**config.mk**
```make
export PLATFORM = sky130hd
export DESIGN_NAME = mem_axi_master
export DESIGN_NICKNAME = d
export VERILOG_FILES = /design/src/rtl/mem_axi_pkg.sv /design/src/rtl/mem_axi_master.sv
export SDC_FILE = /design/constraint.sdc
export NUM_CORES = 1
export LEC_CHECK = 0
export ABC_CLOCK_PERIOD_IN_PS = 3000
export CAP_MARGIN = 20
export CORE_MARGIN = 2
export CORE_UTILIZATION = 40
export DETAILED_ROUTE_END_ITERATION = 6
export GPL_TIMING_DRIVEN = 0
export PLACE_DENSITY = 0.78
export RECOVER_POWER = 100
export SYNTH_ARGS = -nofsm -noshare
export SYNTH_HDL_FRONTEND = slang
export SYNTH_SLANG_ARGS = --single-unit
export TNS_END_PERCENT = 100
```
**constraint.sdc**
```tcl
create_clock -name clk -period 3 [get_ports clk]
set_input_delay 0.3 -clock clk [delete_from_list [all_inputs] [get_ports clk]]
set_output_delay 0.3 -clock clk [all_outputs]
set_load 0.01 [all_outputs]
```
**src/rtl/mem_axi_pkg.sv**
```systemverilog
// Shared state encoding and AXI protection encodings for the native-to-AXI master.
package mem_axi_pkg;

   typedef enum logic [2:0] {
      IDLE    = 3'd0,
      RD_ADDR = 3'd1,
      RD_DATA = 3'd2,
      WR_REQ  = 3'd3,
      WR_RESP = 3'd4,
      DONE    = 3'd5
   } state_t;

   localparam logic [2:0] PROT_INSN = 3'b100;
   localparam logic [2:0] PROT_DATA = 3'b000;

endpackage

```
**src/rtl/mem_axi_master.sv**
```systemverilog
// Bridges a single-outstanding native memory request onto AXI4-Lite; zero-wait latency is 4 cycles
// from the sampling edge, ready/valid handshakes stall the FSM, a per-transaction timeout aborts with mem_err.
module mem_axi_master
   import mem_axi_pkg::*;
#(
   parameter int TIMEOUT = 1024
) (
   input  logic        clk,
   input  logic        resetn,
   input  logic        mem_valid,
   input  logic        mem_instr,
   output logic        mem_ready,
   input  logic [31:0] mem_addr,
   input  logic [31:0] mem_wdata,
   input  logic [3:0]  mem_wstrb,
   output logic [31:0] mem_rdata,
   output logic        mem_err,
   output logic        mem_axi_awvalid,
   input  logic        mem_axi_awready,
   output logic [31:0] mem_axi_awaddr,
   output logic [2:0]  mem_axi_awprot,
   output logic        mem_axi_wvalid,
   input  logic        mem_axi_wready,
   output logic [31:0] mem_axi_wdata,
   output logic [3:0]  mem_axi_wstrb,
   input  logic        mem_axi_bvalid,
   output logic        mem_axi_bready,
   output logic        mem_axi_arvalid,
   input  logic        mem_axi_arready,
   output logic [31:0] mem_axi_araddr,
   output logic [2:0]  mem_axi_arprot,
   input  logic        mem_axi_rvalid,
   output logic        mem_axi_rready,
   input  logic [31:0] mem_axi_rdata
);

   state_t      state;
   logic [15:0] tcnt;
   logic        aw_done;
   logic        w_done;
   logic        aw_hs;
   logic        w_hs;
   logic        tmo;

   assign aw_hs = mem_axi_awvalid && mem_axi_awready;
   assign w_hs  = mem_axi_wvalid && mem_axi_wready;
   assign tmo   = (TIMEOUT != 0) && (tcnt == 16'(TIMEOUT - 1));

   // Writes never carry the instruction attribute.
   assign mem_axi_awprot = PROT_DATA;

   always_ff @(posedge clk or negedge resetn) begin
      if (!resetn) begin
         state           <= IDLE;
         tcnt            <= '0;
         aw_done         <= 1'b0;
         w_done          <= 1'b0;
         mem_ready       <= 1'b0;
         mem_err         <= 1'b0;
         mem_rdata       <= '0;
         mem_axi_awvalid <= 1'b0;
         mem_axi_awaddr  <= '0;
         mem_axi_wvalid  <= 1'b0;
         mem_axi_wdata   <= '0;
         mem_axi_wstrb   <= '0;
         mem_axi_bready  <= 1'b0;
         mem_axi_arvalid <= 1'b0;
         mem_axi_araddr  <= '0;
         mem_axi_arprot  <= '0;
         mem_axi_rready  <= 1'b0;
      end else begin
         mem_ready <= 1'b0;
         case (state)
            IDLE: begin
               if (mem_valid) begin
                  mem_axi_awaddr <= mem_addr;
                  mem_axi_araddr <= mem_addr;
                  mem_axi_wdata  <= mem_wdata;
                  mem_axi_wstrb  <= mem_wstrb;
                  mem_axi_arprot <= mem_instr ? PROT_INSN : PROT_DATA;
                  tcnt           <= '0;
                  aw_done        <= 1'b0;
                  w_done         <= 1'b0;
                  if (mem_wstrb == 4'b0000) begin
                     mem_axi_arvalid <= 1'b1;
                     state           <= RD_ADDR;
                  end else begin
                     mem_axi_awvalid <= 1'b1;
                     mem_axi_wvalid  <= 1'b1;
                     state           <= WR_REQ;
                  end
               end
            end
            DONE: begin
               state <= IDLE;
            end
            default: begin
               if (tmo) begin
                  // Abort wins over a handshake landing on the same edge.
                  mem_axi_arvalid <= 1'b0;
                  mem_axi_rready  <= 1'b0;
                  mem_axi_awvalid <= 1'b0;
                  mem_axi_wvalid  <= 1'b0;
                  mem_axi_bready  <= 1'b0;
                  mem_rdata       <= 32'hFFFF_FFFF;
                  mem_err         <= 1'b1;
                  mem_ready       <= 1'b1;
                  state           <= DONE;
               end else begin
                  tcnt <= tcnt + 16'd1;
                  case (state)
                     RD_ADDR: begin
                        if (mem_axi_arvalid && mem_axi_arready) begin
                           mem_axi_arvalid <= 1'b0;
                           mem_axi_rready  <= 1'b1;
                           state           <= RD_DATA;
                        end
                     end
                     RD_DATA: begin
                        if (mem_axi_rvalid && mem_axi_rready) begin
                           mem_axi_rready <= 1'b0;
                           mem_rdata      <= mem_axi_rdata;
                           mem_err        <= 1'b0;
                           mem_ready      <= 1'b1;
                           state          <= DONE;
                        end
                     end
                     WR_REQ: begin
                        if (aw_hs) begin
                           mem_axi_awvalid <= 1'b0;
                           aw_done         <= 1'b1;
                        end
                        if (w_hs) begin
                           mem_axi_wvalid <= 1'b0;
                           w_done         <= 1'b1;
                        end
                        if ((aw_done || aw_hs) && (w_done || w_hs)) begin
                           mem_axi_bready <= 1'b1;
                           state          <= WR_RESP;
                        end
                     end
                     WR_RESP: begin
                        if (mem_axi_bvalid && mem_axi_bready) begin
                           mem_axi_bready <= 1'b0;
                           mem_err        <= 1'b0;
                           mem_ready      <= 1'b1;
                           state          <= DONE;
                        end
                     end
                     default: begin
                     end
                  endcase
               end
            end
         endcase
      end
   end

endmodule

```
==> reports/metrics.yaml <==
drt:
  wirelength_um: 15700
  ant_nets: 0
  wl_per_cell_um: 14.8
  vias_per_cell: 4.78
  drt-pass1-iter-count: 7
  vias: 5043
  first_iter_violations: 259
  drc: 0
critical_path:
  crit_chain: "or4_1 -> nor4b_1 -> or3_1 -> clkbuf_1 -> buf_6 -> o22a_1"
  reg2reg_slack_ps: 530
  reg2reg_depth: 6
  endpoint: "mem_rdata[4]"
  cp.depth: 6
  rr_startpoint: "tcnt[11]"
  crit_start: "tcnt[11]"
  end_kind: "flip-flop"
  critPathKind: "reg2reg"
  startpoint_type: "flip-flop"
  critPathRequiredTime_ps: 3350
  cpMaxStageDelayCell: "or4_1"
  cp.arrival_ps: 2820
  cpLargestDelayFamily: "simple AND/OR/NAND/NOR gates"
  cp_max_fo: 10
  regToRegEndpoint: "mem_rdata[4]"
  max_stage_delay_ps: 600
  path_buf_inv: 2
grt:
  grt_max_degree: 73
  track_usage_pct: 21.1
  grt-ovfl-total: 0
  antenna_found_initial: 0
  grt_pass1_vias: 4842
  grt_pass1_wl_um: 24300
synthesis:
  synth_compound_area_share_pct: 9.78
  synth-simple-area-share_pct: 23.1
  synth-xor-area-share_pct: 1.40
  ys_seq_area_share_pct: 57.5
  synth_fa_ha_area_share_pct: 0.223
  ys_ff_latch: 129
  muxShareOfSynthArea_pct: 0.201
  yosysUniqueCellTypes: 51
  yosysWarnings: 0
  syn_area_um2: 5620
  syn_avg_cell_area_um2: 9.52
  synth-async-reset-ratio_pct: 100
  synth_ff_type: "dfrtp_1"
  synth_edf_count: 0
  netlist_instances: 590
  synth_top_family_by_area: "simple AND/OR/NAND/NOR gates"
sta:
  slew_headroom_pct: 0.877
  fmax_mhz: 404
  skew_ps: 7.95
  rsz0062_at_grt: "no"
  slew_violations: 0
  setup_tns_ps: 0
  setup_viol: 0
  period_share_pct: 82.4
  tightest_slew_ps: 1490
  hold_viol: 0
  min_period_ps: 2470
layout:
  drive_gt1_share_pct: 10.3
  layout_commonest_cell: "nand2_1"
  multi_input_area_um2: 1960
  layout.nets: 973
  fill_cells: 1105
  num_antenna_cells: 0
  mostFrequentLayoutCells: "226 x nand2_1, 141 x dlygate4sd3_1, 129 x dfrtp_1"
  seq_area_um2: 3230
  fin_area_um2: 8990
  instances_no_fill: 1056
  syn_to_final_growth_pct: 60.0
cts:
  cts_made_buffers: 17
  clk_latency_ps: 410
  clockBufferDepth: 2
  htree_levels: 4
  cts.sinks: 129
  cts_tree: "built"
  cts-root-buf: "clkbuf_16"
  clkTransAtPathRegs_ps: 60
die:
  start_util_pct: 40.8
  core_um2: 13800
  fp-row-count: 43
  die_w_um: 122
  ios: 254
  die_y_um: 122
  fp.dieArea_um2: 15000
power_and_ir_drop:
  peakVddDrop_mv: 0.498
  p_leak_nw: 4.35
  p_per_area_nw_per_um2: 798
placement:
  place_area_um2: 8370
  place.port_buffers: 248
  hpwl_um: 11500
  dpl.cell_count: 1023
  gp_congestion: 0.836
worst_hold_path:
  min_path_cells: 3
  hp-class: "in2reg"
  min_from: "mem_wdata[1]"
run_status:
  status: "finished, final reports clean"
job:
  drv_cap: 0
[layout make-up]
cell class,instances,share of cell area [%]
tap,180,2.51
clock inverter,15,2.28
clock buffer,17,4.73
inverter,3,0.125
timing repair buffer,250,28.0
buffer,65,4.64
sequential,129,35.9
multi-input combinational,397,21.8
[stage by stage]
stage / power (mW) / hold slack (ps) / setup WS [ps] / utilization (%)
after floorplan: 3.68 / 4.41 / 1090 / -
after global placement: 5.20 / 457 / -3560 / 60.5
after detailed placement: 5.26 / 304 / 670 / 60.7
after CTS: 7.48 / 392 / 619 / 65.4
after global routing: 7.59 / 407 / 250 / 65.2
final: 7.17 / 408 / 527 / 65.2
[worst min-delay path, cell delays in order]
cell             delay (ps)
clkdlybuf4s50_1         390
nand2_1                  50
nand2_1                  40
[Yosys cell counts (2+ instances only)]
cell,instances,area (µm²)
or2_2,2,12.5
nand2_1,226,848
buf_2,13,65.1
o2111ai_1,2,17.5
xor2_1,4,35.0
or4_1,2,15.0
nor2_1,35,131
buf_6,2,22.5
or3_1,3,18.8
nand4_1,3,18.8
clkbuf_1,11,41.3
o21ai_0,11,55.1
nand3_1,3,15.0
and3_1,2,12.5
and4_1,3,26.3
nor2b_1,2,12.5
nor4_1,3,18.8
dfrtp_1,129,3230
a21oi_1,17,85.1
inv_1,2,7.51
a22o_1,4,35.0
nor3_1,8,40.0
o211ai_1,3,22.5
nor3b_1,2,15.0
xnor2_1,5,43.8
buf_4,39,293
a31oi_1,4,25.0
o22a_1,27,236
[worst min path at each step]
stage	to	slack (ps)
global route	mem_axi_araddr[1]	410
CTS	mem_axi_wdata[5]	390
floorplan	aw_done	4
global placement	mem_axi_wstrb[2]	460
detailed placement	mem_axi_araddr[22]	300
finish	mem_axi_wdata[1]	410
[flip-flops by register name, indices dropped and copies added, names as in the netlist]
signal / flops
mem_ready: 1
mem_axi_bready: 1
state: 3
tcnt: 16
mem_axi_wdata: 32
mem_axi_wvalid: 1
w_done: 1
mem_axi_wstrb: 4
mem_axi_awvalid: 1
mem_rdata: 32
mem_axi_araddr: 32
mem_axi_arvalid: 1
mem_err: 1
mem_axi_arprot: 1
aw_done: 1
mem_axi_rready: 1
[power by group]
| group | switching, mW | internal (mW) |
|---|---|---|
| sequential | 0.370 | 2.22 |
| combinational | 1.03 | 1.36 |
| clock | 0.789 | 1.40 |
| total | 2.19 | 4.98 |
[logic make-up after synthesis]
group,Yosys count
multiplexers,1
buffers and inverters,68
other,1
XOR/XNOR,9
AO/OA/AOI/OAI,77
flip-flops,129
adder cells (fa/ha/maj),1
AND/OR/NAND/NOR,304
[layer usage]
layer | track usage, % | share of wire, % | up-vias
met4 | 7.26 | 1.5 | 0
met2 | 35.2 | 50 | 186
met3 | 6.97 | 8.0 | 19
met1 | 25.8 | 41 | 2367
met5 | 0 | 0 | -
li1 | - | - | 2471
[timing repair]
item                                    CTS  global route
endpoints found under the setup margin    0             0
setup buffers                             0             0
hold endpoints to repair                 57             0
hold buffers                              1             0
gates resized for setup                   0             0
Power figures use the tool's default switching activity.
